[config.mk]
export PLATFORM = sky130hd
export DESIGN_NAME = jstk_spi_ctrl
export DESIGN_NICKNAME = d
export VERILOG_FILES = /design/src/rtl/jstk_pkg.sv /design/src/rtl/jstk_spi_byte.sv /design/src/rtl/jstk_spi_ctrl.sv
export SDC_FILE = /design/constraint.sdc
export NUM_CORES = 1
export LEC_CHECK = 0
export ABC_AREA = 1
export CAP_MARGIN = 20
export CORE_ASPECT_RATIO = 0.7
export CORE_MARGIN = 4
export CORE_UTILIZATION = 55
export CTS_CLUSTER_SIZE = 25
export DETAILED_ROUTE_END_ITERATION = 10
export DONT_BUFFER_PORTS = 1
export GPL_ROUTABILITY_DRIVEN = 0
export PLACE_DENSITY = 0.81
export SETUP_SLACK_MARGIN = 0.5
export SLEW_MARGIN = 25
export SYNTH_ARGS = -nofsm -noshare
export SYNTH_HDL_FRONTEND = slang
export SYNTH_SLANG_ARGS = --single-unit
[constraint.sdc]
create_clock -name CLK -period 2.84 [get_ports CLK]
set_clock_uncertainty 0.05 [all_clocks]
set_input_delay 0.284 -clock CLK [delete_from_list [all_inputs] [get_ports CLK]]
set_output_delay 0.284 -clock CLK [all_outputs]
set_load 0.03 [all_outputs]
[src/rtl/jstk_pkg.sv]
// Shared types and constants for the PmodJSTK SPI controller.
package jstk_pkg;

  typedef enum logic [2:0] {
    IDLE,
    SS_SETUP,
    SHIFT,
    BYTE_GAP,
    FINISH
  } jstk_state_e;

  localparam int         NUM_BYTES  = 5;
  localparam logic [5:0] CMD_PREFIX = 6'b100000;

  // Byte positions within a transfer, in wire order (b0 first).
  localparam int X_LO_IDX = 0;
  localparam int X_HI_IDX = 1;
  localparam int Y_LO_IDX = 2;
  localparam int Y_HI_IDX = 3;
  localparam int BTN_IDX  = 4;

  // The receive buffer is packed with b0 in the top slot so it maps straight onto DOUT.
  function automatic int slot_of(input int idx);
    return NUM_BYTES - 1 - idx;
  endfunction

  function automatic int cnt_w(input int n);
    return (n > 1) ? $clog2(n) : 1;
  endfunction

endpackage

[src/rtl/jstk_spi_byte.sv]
// 8-bit SPI mode-0 shift engine: runs while en is high, pulses done on the 8th SCLK fall.
module jstk_spi_byte
  import jstk_pkg::*;
#(
  parameter int CLKS_PER_HALF = 750
) (
  input  logic       CLK,
  input  logic       RESET_N,
  input  logic       en,
  input  logic       load,
  input  logic [7:0] load_data,
  input  logic       miso,
  output logic       sclk,
  output logic       mosi,
  output logic       done,
  output logic [7:0] rx
);

  localparam int            HW        = cnt_w(CLKS_PER_HALF);
  localparam logic [HW-1:0] HALF_LAST = HW'(CLKS_PER_HALF - 1);

  logic [HW-1:0] half_cnt;
  logic [2:0]    bit_cnt;
  logic [7:0]    tx;
  logic          tick, fall;

  assign tick = en && (half_cnt == HALF_LAST);
  assign fall = tick && sclk;
  assign done = fall && (bit_cnt == 3'd7);
  assign mosi = tx[7];

  always_ff @(posedge CLK or negedge RESET_N) begin
    if (!RESET_N) begin
      half_cnt <= '0;
      bit_cnt  <= '0;
      sclk     <= 1'b0;
      rx       <= '0;
      tx       <= '0;
    end else begin
      if (!en) begin
        half_cnt <= '0;
        bit_cnt  <= '0;
        sclk     <= 1'b0;
      end else if (tick) begin
        half_cnt <= '0;
        sclk     <= ~sclk;
        if (sclk) bit_cnt <= bit_cnt + 1'b1;
        else      rx      <= {rx[6:0], miso};
      end else begin
        half_cnt <= half_cnt + 1'b1;
      end

      // A load on the last fall takes priority over the shift for the next byte.
      if (load)              tx <= load_data;
      else if (fall && !done) tx <= {tx[6:0], 1'b0};
    end
  end

endmodule

[src/rtl/jstk_spi_ctrl.sv]
// PmodJSTK SPI master: one 5-byte transfer per SNDREC rising edge, results held until the next DONE.
module jstk_spi_ctrl
  import jstk_pkg::*;
#(
  parameter int CLKS_PER_HALF = 750,
  parameter int SS_SETUP_CYC  = 1500,
  parameter int BYTE_GAP_CYC  = 1000
) (
  input  logic        CLK,
  input  logic        RESET_N,
  input  logic        SNDREC,
  input  logic [1:0]  LED,
  input  logic        MISO,
  output logic        SS,
  output logic        SCLK,
  output logic        MOSI,
  output logic        BUSY,
  output logic        DONE,
  output logic [39:0] DOUT,
  output logic [9:0]  X_POS,
  output logic [9:0]  Y_POS,
  output logic [2:0]  BUTTONS
);

  localparam int            WMAX       = (SS_SETUP_CYC > BYTE_GAP_CYC) ? SS_SETUP_CYC : BYTE_GAP_CYC;
  localparam int            WW         = cnt_w(WMAX);
  localparam logic [WW-1:0] SETUP_LAST = WW'(SS_SETUP_CYC - 1);
  localparam logic [WW-1:0] GAP_LAST   = WW'(BYTE_GAP_CYC - 1);
  localparam int            BW         = cnt_w(NUM_BYTES);
  localparam logic [BW-1:0] LAST_BYTE  = BW'(NUM_BYTES - 1);
  localparam int            XL = slot_of(X_LO_IDX);
  localparam int            XH = slot_of(X_HI_IDX);
  localparam int            YL = slot_of(Y_LO_IDX);
  localparam int            YH = slot_of(Y_HI_IDX);
  localparam int            BT = slot_of(BTN_IDX);

  jstk_state_e               state, state_nxt;
  logic                      sndrec_q, start, wait_end, byte_done, last_byte, load;
  logic [7:0]                load_data, rx_byte;
  logic [WW-1:0]             wait_cnt;
  logic [BW-1:0]             byte_cnt;
  logic [NUM_BYTES-1:0][7:0] rx_buf;

  assign start     = SNDREC && !sndrec_q && (state == IDLE);
  assign last_byte = (byte_cnt == LAST_BYTE);
  assign wait_end  = ((state == SS_SETUP) && (wait_cnt == SETUP_LAST)) ||
                     ((state == BYTE_GAP) && (wait_cnt == GAP_LAST));
  assign load      = start || byte_done;
  assign load_data = start ? {CMD_PREFIX, LED} : 8'h00;

  jstk_spi_byte #(.CLKS_PER_HALF(CLKS_PER_HALF)) u_byte (
    .CLK       (CLK),
    .RESET_N   (RESET_N),
    .en        (state == SHIFT),
    .load      (load),
    .load_data (load_data),
    .miso      (MISO),
    .sclk      (SCLK),
    .mosi      (MOSI),
    .done      (byte_done),
    .rx        (rx_byte)
  );

  always_ff @(posedge CLK or negedge RESET_N) begin
    if (!RESET_N) state <= IDLE;
    else          state <= state_nxt;
  end

  always_comb begin
    state_nxt = state;
    case (state)
      IDLE:     if (start)     state_nxt = SS_SETUP;
      SS_SETUP: if (wait_end)  state_nxt = SHIFT;
      SHIFT:    if (byte_done) state_nxt = last_byte ? FINISH : BYTE_GAP;
      BYTE_GAP: if (wait_end)  state_nxt = SHIFT;
      FINISH:                  state_nxt = IDLE;
      default:                 state_nxt = IDLE;
    endcase
  end

  always_ff @(posedge CLK or negedge RESET_N) begin
    if (!RESET_N) begin
      sndrec_q <= 1'b0;
      SS       <= 1'b1;
      BUSY     <= 1'b0;
      DONE     <= 1'b0;
      wait_cnt <= '0;
      byte_cnt <= '0;
      rx_buf   <= '0;
      DOUT     <= '0;
      X_POS    <= '0;
      Y_POS    <= '0;
      BUTTONS  <= '0;
    end else begin
      sndrec_q <= SNDREC;
      DONE     <= 1'b0;

      if (state_nxt != state)                         wait_cnt <= '0;
      else if ((state == SS_SETUP) || (state == BYTE_GAP)) wait_cnt <= wait_cnt + 1'b1;

      if (start) begin
        SS       <= 1'b0;
        BUSY     <= 1'b1;
        byte_cnt <= '0;
      end

      if (byte_done) begin
        rx_buf[LAST_BYTE - byte_cnt] <= rx_byte;
        if (!last_byte) byte_cnt <= byte_cnt + 1'b1;
      end

      // All outputs switch together so consumers never see a mix of old and new samples.
      if (state == FINISH) begin
        SS      <= 1'b1;
        BUSY    <= 1'b0;
        DONE    <= 1'b1;
        DOUT    <= rx_buf;
        X_POS   <= {rx_buf[XH][1:0], rx_buf[XL]};
        Y_POS   <= {rx_buf[YH][1:0], rx_buf[YL]};
        BUTTONS <= rx_buf[BT][2:0];
      end
    end
  end

endmodule

* Yosys cells after proc, flatten, opt, wreduce, memory -nomap -nowiden
Index checks and enable logic that the tools add are counted.
Word-level totals: bits in registers 154, input bits 6, output and inout port bits 68, word-level logic and storage cells 90
Operators by class: add/subtract/negate cells 5, magnitude comparators 2, eq/ne operators 12, multiplexer cells 28, bitwise gates (word level) 1, reduce and logical (&&, ||, !) cells 21
Operators by type and width (number):
- 40-bit bitwise mux | 1
- 8-bit 2-to-1 mux | 4
- 3-bit 2-to-1 mux | 10
- 8-bit demux with 3-bit select | 1
- 11-bit 2-to-1 mux | 2
- 10-bit 2-to-1 mux | 2
- 11-bit by 1-bit adder with 11-bit output, second input constant | 1
- 11-bit by 10-bit == test with 1-bit output, second input constant | 1
- 11-bit == test, second input constant | 1
- 10-bit by 1-bit adder with 10-bit output, second input constant | 1
- 10-bit == test, second input constant | 1
- 3-bit == test, second input constant | 3
- 1-bit logical AND | 9
- 3-bit one-hot mux with 3 select lines | 1
- 1-bit 2-to-1 mux | 7
- 3-bit by 1-bit adder with 3-bit output, second input constant | 2
- 3-bit by 2-bit == test with 1-bit output, second input constant | 2
- 2-bit nonzero test | 3
- 3-bit by 4-bit less-than comparator with 1-bit output, second input constant | 1
- 2-bit != test, second input constant | 2
- 3-bit by 1-bit == test with 1-bit output, second input constant | 1
- 3-bit by 1-bit >= comparator with 1-bit output, second input constant | 1
- 3-bit logical NOT | 1
- 1-bit logical OR | 3
- other kinds (7) | 8

* Logic depth before layout (Yosys ltp)
Gate-level depths: netlist (run 1).
word-level depth 8, mapped depth 14, depth with buffers taken out 13

* Cells and area by module
A second synthesis (run 1) with hierarchy kept.
Unflattened totals: cell total of the unflattened synthesis 662, area, all modules 5774.3 sq um
By module, submodules not included:
- jstk_spi_ctrl | instances 1, cells each 485, area each 4237.8 sq um
- jstk_spi_byte | instances 1, cells each 177, area each 1536.5 sq um

* Worst setup path after synthesis (run 1)
No wires, ideal clock.
kind flip-flop to flip-flop, start register byte_cnt[0], end register rx_buf[14] in the netlist's numbering, arrival 1936 ps, required time 2665 ps, slack 729 ps, stages on the path, launching flop included 9, buffers on the path 1, cells stage by stage dfrtp_1 -> inv_1 -> ha_1 -> ha_1 -> nor2_1 -> nand3_4 -> buf_2 -> nand2_1 -> o21ai_1
Between the ends: longest elaborated chain between the ends 6, elaborated cells between the ends (all ways) 7, classes of those cells add/sub: 1; order compare: 2; mux: 3; reduce/logical: 1
Ends and longest elaborated chain:
- start, declared | RTL line jstk_spi_ctrl.sv:41 | logic [BW-1:0] byte_cnt;
- start signal, assigned | RTL line jstk_spi_ctrl.sv:109 | if (!last_byte) byte_cnt <= byte_cnt + 1'b1;
- 3-bit subtractor (*) | RTL line jstk_spi_ctrl.sv:108 | rx_buf[LAST_BYTE - byte_cnt] <= rx_byte;
- 3-bit by 4-bit less-than comparator with 1-bit output (implied by the code) or 3-bit by 1-bit >= comparator with 1-bit output (tied branches) | RTL line jstk_spi_ctrl.sv:108
- 1-bit logical AND (implied by the code) | RTL line jstk_spi_ctrl.sv:108
- 8-bit 2-to-1 mux (implied by the code) | RTL line jstk_spi_ctrl.sv:108
- 8-bit demux with 3-bit select (*) | RTL line jstk_spi_ctrl.sv:108
- 40-bit bitwise mux (*) | RTL line jstk_spi_ctrl.sv:108
- end signal, assigned by index | RTL line jstk_spi_ctrl.sv:108
- end, declared | RTL line jstk_spi_ctrl.sv:42 | logic [NUM_BYTES-1:0][7:0] rx_buf;
Mark *: on every way between the ends. The rest lies on a longest branch, timed or not. A chain may end at the register's enable or synchronous reset.

* Worst setup path in the final report (run 1)
start register byte_cnt[0], end register rx_buf[10] in the netlist's numbering
Same word-level chain as after synthesis.

==> run summary, run 1 <==
DRT iter0 DRCs -> 300
GRT Total Usage -> 19.92%
Die W -> 129.6 µm
area occupied by multi-input gates -> 1984 µm²
routed vias/inst -> 5.289
largest family of logic cells by synthesized area -> simple AND/OR/NAND/NOR gates
placed instance area -> 5622 µm²
Clock transition at path regs -> 0.05 ns
period utilization -> 80.45%
Die ar. -> 12,070 µm²
I/O pins -> 74
ANT cells -> 0
complex-gate fraction of the synthesized area -> 7.009%
largest net degree at the start of global routing -> 132
initial core utilization -> 57.46%
library cells used by synthesis -> 41
Layout fillers -> 777
Min-Delay Path Class -> in -> async
Cell Area, Synth -> 5694 µm²
simple-gate area share of the yosys netlist -> 23.51%
slew margin rel. -> 52.60%
WHS -> -0.4801 ns
WL/cell -> 15.29 µm
number of synthesized flops with an enable pin -> 0
H-Tree Depth -> 4
crit path max fanout -> 16
Cell Rows -> 30
Core ar. -> 9910 µm²
via count -> 3,792
crit path DAT -> 2.51 ns
Register Area -> 3279 µm²
Finished Layout Cells -> 717
CP Data Required Time -> 3.07 ns
post-synthesis mux area share -> 0.5493%
Post-Syn Instances -> 593
IO Port Bufs -> 0
Pwr Total -> 3.903 mW
Max VDD drop -> 427.0 µV
final layout net count -> 594
sequential area share after synthesis -> 57.59%
Final setup viols -> 0
shortest period the worst path allows -> 2.285 ns
vias in the first global route -> 3,875
cells on worst reg2reg path -> 7
layout cell share with drive strength beyond 1 -> 14.09%
Critical Path End Type -> flop
initial antenna violation count -> 0
worst slew pin tran -> 0.7100 ns
CP startpoint -> byte_cnt[0]$_DFF_PN0_
status -> finished, violations left
crit path kind -> reg -> reg
first-pass GRT wire length -> 18,660 µm
XOR/XNOR Fraction of Synth Area -> 1.846%
HPWL Detailed -> 7193 µm
Setup TNS Final -> 0 ns
Die H -> 93.13 µm
later-pin clock latency in the skew report -> 0.41 ns
GRT Residual Overflow -> 0
fmax -> 437.7 MHz
Fin. Hold Viols -> 131
adder-cell share of the synthesized area -> 1.758%
leakage power -> 3.093 nW
reg-to-reg startpoint -> byte_cnt[0]$_DFF_PN0_
placed cells -> 685
clk buf depth -> 2
Area Overhead vs Synth -> 9.229%
PwrDens -> 627.5 nW/µm²
TritonCTS clock tree -> built
1st-pass router iterations -> 5
TritonCTS buffer count -> 17
Mapped Avg Cell Area -> 9.602 µm²
Yosys reg bits -> 131
Post-synth ARST share -> 100.0%
RSZ-0062 raised after global routing -> yes
failing checks -> hold timing
Post-Syn Nets -> 607
Root Buffer -> clkbuf_16
Yosys Warn Count -> 0
Antenna Nets Post-Route -> 0
Final Max Tran Viols -> 0
Post-route DRC -> 0
Routed WL -> 10,960 µm
TritonCTS Sinks -> 131
Main synth FF type -> dfrtp_1
max_cap viols -> 0
post-cts hold buffer count -> 4
crit path launch type -> flop
Final Instance Area -> 6220 µm²
==> cells by family (layout without fill, tap and decap cells) <==
family / Yosys count / in the layout
flops: 131 / 131
xor+xnor: 12 / 12
buf+inv: 84 / 80
simple gates: 285 / 285
mux: 3 / 3
compound gates: 70 / 70
fa+ha+maj: 8 / 8
==> power breakdown <==
| group | leakage (nW) | internal (mW) | switching (mW) | total [mW] |
|---|---|---|---|---|
| clock network | 0.273 | 1.29 | 0.731 | 2.02 |
| logic | 1.07 | 0.00456 | 0.00309 | 0.00766 |
| registers | 1.75 | 1.87 | 0.000503 | 1.87 |
==> per-layer routing <==
layer | wire (µm) | vias up | part of all wire (%) | track usage [%]
li1 | - | 1838 | - | -
met1 | 4986 | 1841 | 45 | 26.59
met2 | 5104 | 97 | 47 | 29.80
met3 | 680 | 16 | 6.2 | 6.564
met4 | 193 | 0 | 1.8 | 8.824
met5 | 0 | - | 0 | 0
==> cells in the final DEF (no fill, tap or decap), types with 10 or more instances in the layout <==
cell / netlist / layout
o21ai_1: 39 / 39
nor2_1: 28 / 27
nand2_1: 200 / 200
nor2_2: 10 / 11
inv_1: 32 / 32
nand3_1: 13 / 13
inv_2: 10 / 10
dfrtp_1: 130 / 130
clkbuf_16: 0 / 17
==> cell usage after synthesis, types with 2 or more instances <==
cell type / count / area [µm²]
nor3_1: 5 / 25.02
xor2_1: 7 / 61.31
buf_6: 2 / 22.52
nor2_2: 10 / 62.56
nor2_8: 2 / 40.04
nand2_1: 200 / 750.7
a22o_1: 2 / 17.52
nand3_1: 13 / 65.06
buf_2: 5 / 25.02
nand4_1: 6 / 37.54
mux2i_1: 2 / 20.02
dfrtp_1: 130 / 3253
inv_1: 32 / 120.1
o21ai_2: 8 / 70.07
inv_2: 10 / 37.54
nand3_2: 4 / 40.04
o21ai_1: 39 / 195.2
clkbuf_1: 8 / 30.03
nand3b_1: 2 / 15.01
xnor2_1: 5 / 43.79
nor2_4: 3 / 33.78
o22ai_1: 4 / 25.02
o21ai_0: 7 / 35.03
nand3_4: 6 / 105.1
buf_4: 23 / 172.7
nor2_1: 28 / 105.1
ha_1: 8 / 100.1
a21oi_1: 8 / 40.04
nand2_2: 2 / 12.51
==> state kept, by name, indices dropped and copies added (netlist names), 8 cells and up <==
signal	count
rx_buf	40
DOUT	39
u_byte.rx	8
u_byte.tx	8
u_byte.half_cnt	10
wait_cnt	11
==> worst max-delay path, cell delays in order, from the launching register on <==
cell and delay [ns]:
dfrtp_1 0.50, inv_1 0.22, ha_1 0.25, ha_1 0.34, nor2_1 0.35, nand3_4 0.23
nand2_1 0.12, o21ai_1 0.08
==> layout make-up <==
type,count,area share (%)
clock inverter,5,0.8449
tap,128,2.575
inverter,46,3.058
sequential,131,52.73
multi-input combinational,378,31.90
clock buffer,23,8.006
timing repair buffer,6,0.8851
==> path summary, 6_finish.rpt <==
path / slack (ns) / end
worst max-delay path: 0.56 / rx_buf[10]$_DFFE_PN0P_
worst min-delay path: -0.48 / rx_buf[27]$_DFFE_PN0P_
worst max register to register: 0.56 / rx_buf[10]$_DFFE_PN0P_
worst min register to register: 0.43 / DOUT[22]$_DFFE_PN0P_
max in group asynchronous: 3.02 / SS$_DFFE_PN1P_
min in group CLK: 0.16 / u_byte.tx[0]$_DFFE_PN0P_
==> stage by stage <==
stage | util, % | setup WS (ns)
after floorplan | - | 0.7290
after global placement | 56.73 | 0.6492
after detailed placement | 56.73 | 0.5140
after CTS | 62.69 | 0.5108
after global routing | 62.77 | 0.3922
final | 62.77 | 0.5553
==> what timing repair did <==
item                                    4_1_cts  5_1_grt
buffers inserted                              0        0
endpoints found under the setup margin        0       43
hold endpoints to repair                    135      131
resized for setup                             0        1
Power figures use the tool's default switching activity.
==> inputs of run 2 (changes only) <==
--- a/config.mk
+++ b/config.mk
@@ -14,7 +14,7 @@
 export DETAILED_ROUTE_END_ITERATION = 10
 export DONT_BUFFER_PORTS = 1
 export GPL_ROUTABILITY_DRIVEN = 0
-export PLACE_DENSITY = 0.81
+export PLACE_DENSITY = 0.84
 export SETUP_SLACK_MARGIN = 0.5
 export SLEW_MARGIN = 25
 export SYNTH_ARGS = -nofsm -noshare
==> constraint.sdc (replaced) <==
create_clock -name CLK -period 1.9 [get_ports CLK]
set_clock_uncertainty 0.05 [all_clocks]
set_input_delay 0.19 -clock CLK [delete_from_list [all_inputs] [get_ports CLK]]
set_output_delay 0.19 -clock CLK [all_outputs]
set_load 0.03 [all_outputs]
==> run 2 against run 1 <==
Compared with the run above: the run ends with hold timing, setup timing left; critical path type unchanged; cell count grew 11%; count of clock-buffer cells in the layout fell by 2; critical path depth grew 3; core utilization rose by 16 points; first-iteration DRC count grew 120%; global-route usage up 6.3 points; worst hold slack got worse by 0.11 ns; largest cell class unchanged; flip-flop and latch count unchanged.
==> run summary, run 2 (synthesis gave the netlist of run 1 again) <==
vias in the first global route -> 4,562 (was 3,875)
max_cap viols -> 0 (unchanged)
initial core utilization -> 57.46% (unchanged)
Final Max Tran Viols -> 0 (unchanged)
crit path max fanout -> 5 (was 16)
grt met1 use -> 31.86% (was 26.59%)
failing checks -> hold timing, setup timing (was hold timing)
via count -> 4,939 (was 3,792)
Register Area -> 3287 µm² (was 3279 µm²)
PwrDens -> 753.6 nW/µm² (was 627.5 nW/µm²)
routed vias/inst -> 6.228 (was 5.289)
placed cells -> 693 (was 685)
post-cts hold buffer count -> 4 (unchanged)
Max VDD drop -> 633.1 µV (was 427.0 µV)
Final setup viols -> 63 (was 0)
leakage power -> 3.609 nW (was 3.093 nW)
clock group share of total power -> 52.2% (was 51.9%)
biggest regs -> rx_buf (40), DOUT (39), wait_cnt (11) (unchanged)
I/O pins -> 74 (unchanged)
GRT Total Usage -> 26.22% (was 19.92%)
worst path bufs/invs -> 1 (unchanged)
Int Power -> 4.613 mW (was 3.168 mW)
Finished Layout Cells -> 793 (was 717)
final worst slack -> -0.1432 ns (was 0.5553 ns)
Clock transition at path regs -> 0.06 ns (was 0.05 ns)
ANT cells -> 0 (unchanged)
1st-pass router iterations -> 6 (was 5)
worst slew pin tran -> 0.6258 ns (was 0.7100 ns)
Area Overhead vs Synth -> 37.07% (was 9.229%)
Critical Path End Type -> flop (unchanged)
Min-Delay Path Class -> in -> async (unchanged)
largest net degree at the start of global routing -> 132 (unchanged)
max FFs per register -> 40 (unchanged)
commonest non-fill, non-tap cell in the layout -> nand2_1 (unchanged)
Die ar. -> 12,070 µm² (unchanged)
final layout net count -> 666 (was 594)
Layout fillers -> 519 (was 777)
Cell Rows -> 30 (unchanged)
shortest period the worst path allows -> 2.043 ns (was 2.285 ns)
crit path DAT -> 2.35 ns (was 2.51 ns)
met3 GRT Util -> 9.932% (was 6.564%)
H-Tree Depth -> 4 (unchanged)
Die H -> 93.13 µm (unchanged)
GR peak layer -> met2 (unchanged)
M2 GR Usage -> 41.08% (was 29.80%)
Comb pwr share -> 0.3% (was 0.2%)
Die W -> 129.6 µm (unchanged)
WHS -> -0.5898 ns (was -0.4801 ns)
layout cell share with drive strength beyond 1 -> 42.71% (was 14.09%)
slew margin rel. -> 58.28% (was 52.60%)
CP startpoint -> wait_cnt[2]$_DFFE_PN0P_ (was byte_cnt[0]$_DFF_PN0_)
Root Buffer -> clkbuf_16 (unchanged)
later-pin clock latency in the skew report -> 0.43 ns (was 0.41 ns)
WL/cell -> 24.48 µm (was 15.29 µm)
top cell family by delay on the critical path -> simple AND/OR/NAND/NOR gates (unchanged)
crit path launch type -> flop (unchanged)
first-pass GRT wire length -> 24,090 µm (was 18,660 µm)
RSZ-0062 raised after global routing -> yes (unchanged)
Net Switching -> 1.270 mW (was 734.7 µW)
DRT iter0 DRCs -> 659 (was 300)
Fin. Hold Viols -> 131 (unchanged)
status -> finished, violations left (unchanged)
clk buf depth -> 2 (unchanged)
CP peak stage delay -> 0.45 ns (was 0.50 ns)
IO Port Bufs -> 0 (unchanged)
Core ar. -> 9910 µm² (unchanged)
CP cell instances -> nor2_1 -> nand3_1 -> o21ai_0 -> nand2_1 -> nand3_1 -> nand2_1 -> nand2_2 -> nand3_4 -> clkbuf_16 -> nor2_4 (was inv_1 -> ha_1 -> ha_1 -> nor2_1 -> nand3_4 -> nand2_1 -> o21ai_1)
Antenna Nets Post-Route -> 0 (unchanged)
area occupied by multi-input gates -> 2685 µm² (was 1984 µm²)
period utilization -> 107.5% (was 80.45%)
Routed WL -> 19,410 µm (was 10,960 µm)
TritonCTS clock tree -> built (unchanged)
fmax -> 489.4 MHz (was 437.7 MHz)
Slowest-stage cell, CP -> dfrtp_1 (unchanged)
highest-count cells in the layout ignoring fill and taps -> nand2_1 (147), dfrtp_1 (124), nand2_2 (37) (was nand2_1 (200), dfrtp_1 (130), o21ai_1 (39))
crit path kind -> reg -> reg (unchanged)
TritonCTS Sinks -> 131 (unchanged)
sw frac -> 21.58% (was 18.83%)
TritonCTS buffer count -> 17 (unchanged)
Sequential Power Share -> 47.5% (was 47.9%)
GRT Residual Overflow -> 0 (unchanged)
Biggest register -> rx_buf (unchanged)
HPWL Detailed -> 7606 µm (was 7193 µm)
CP Data Required Time -> 2.21 ns (was 3.07 ns)
reg-to-reg startpoint -> wait_cnt[2]$_DFFE_PN0P_ (was byte_cnt[0]$_DFF_PN0_)
Post-route DRC -> 0 (unchanged)
initial antenna violation count -> 1 (was 0)
[run 2: changes by cell type in the layout (fill, tap and decap cells not counted), sizes merged]
| cell | delta |
|---|---|
| buf | +61 |
| clkbuf | +2 |
| clkinv | +5 |
| clkinvlp | +2 |
| inv | +2 |
| nand3 | +4 |
[run 2: path summary, 6_finish.rpt]
| path | endpoint | depth (start not counted) | slack [ns] |
|---|---|---|---|
| worst max-delay path | wait_cnt[3]$_DFFE_PN0P_ | 10 | -0.14 |
| worst min-delay path | rx_buf[30]$_DFFE_PN0P_ | 0 | -0.59 |
| worst max register to register | wait_cnt[3]$_DFFE_PN0P_ | 10 | -0.14 |
| worst min register to register | rx_buf[25]$_DFFE_PN0P_ | 2 | 0.44 |
| max in group asynchronous | SS$_DFFE_PN1P_ | 0 | 2.21 |
| min in group CLK | BUSY$_DFFE_PN0P_ | 4 | 0.11 |
[run 2: power groups by stage]
stage          sequential (mW)  clock, mW  combinational, mW
2_1_floorplan             2.84          0            0.00341
3_3_place_gp              2.84          0            0.00540
3_5_place_dp              2.84          0            0.00543
4_1_cts                   2.80       2.98             0.0126
5_1_grt                   2.79       3.19             0.0150
6_report                  2.79       3.07             0.0147
[run 2: what timing repair did]
action | in CTS | in global routing
hold endpoints to repair | 135 | 131
setup endpoints to repair | 129 | 138
resized for setup | 43 | 159
pin swaps | 10 | 27
gates cloned | 6 | 8
setup buffers | 26 | 24
[run 2: routing by layer]
layer / part of all wire (%) / vias up
met5: 0.046 / -
met4: 6.7 / 2
met3: 12 / 139
met2: 48 / 360
met1: 34 / 2426
li1: - / 2012
[run 2: area by class of cell]
cell class | count | area share, %
clock buffer | 21 | 5.771
multi-input combinational | 382 | 34.40
tap | 128 | 2.052
timing repair buffer | 71 | 11.33
inverter | 46 | 2.837
clock inverter | 11 | 1.122
timing repair inverter | 3 | 0.3687
sequential | 131 | 42.11
[run 2: stage by stage]
step / util [%] / setup TNS (ns) / area [µm²] / setup WS (ns) / total power [mW]
after floorplan: - / 0 / 5806 / 0.2197 / 2.848
after global placement: 58.24 / 0 / 5772 / 0.1371 / 2.849
after detailed placement: 58.24 / 0 / 5772 / 0.04470 / 2.849
after CTS: 69.46 / 0 / 6883 / 0.08078 / 5.789
after global routing: 78.76 / -8.629 / 7805 / -0.2490 / 5.994
final: 78.76 / -3.252 / 7805 / -0.1432 / 5.882
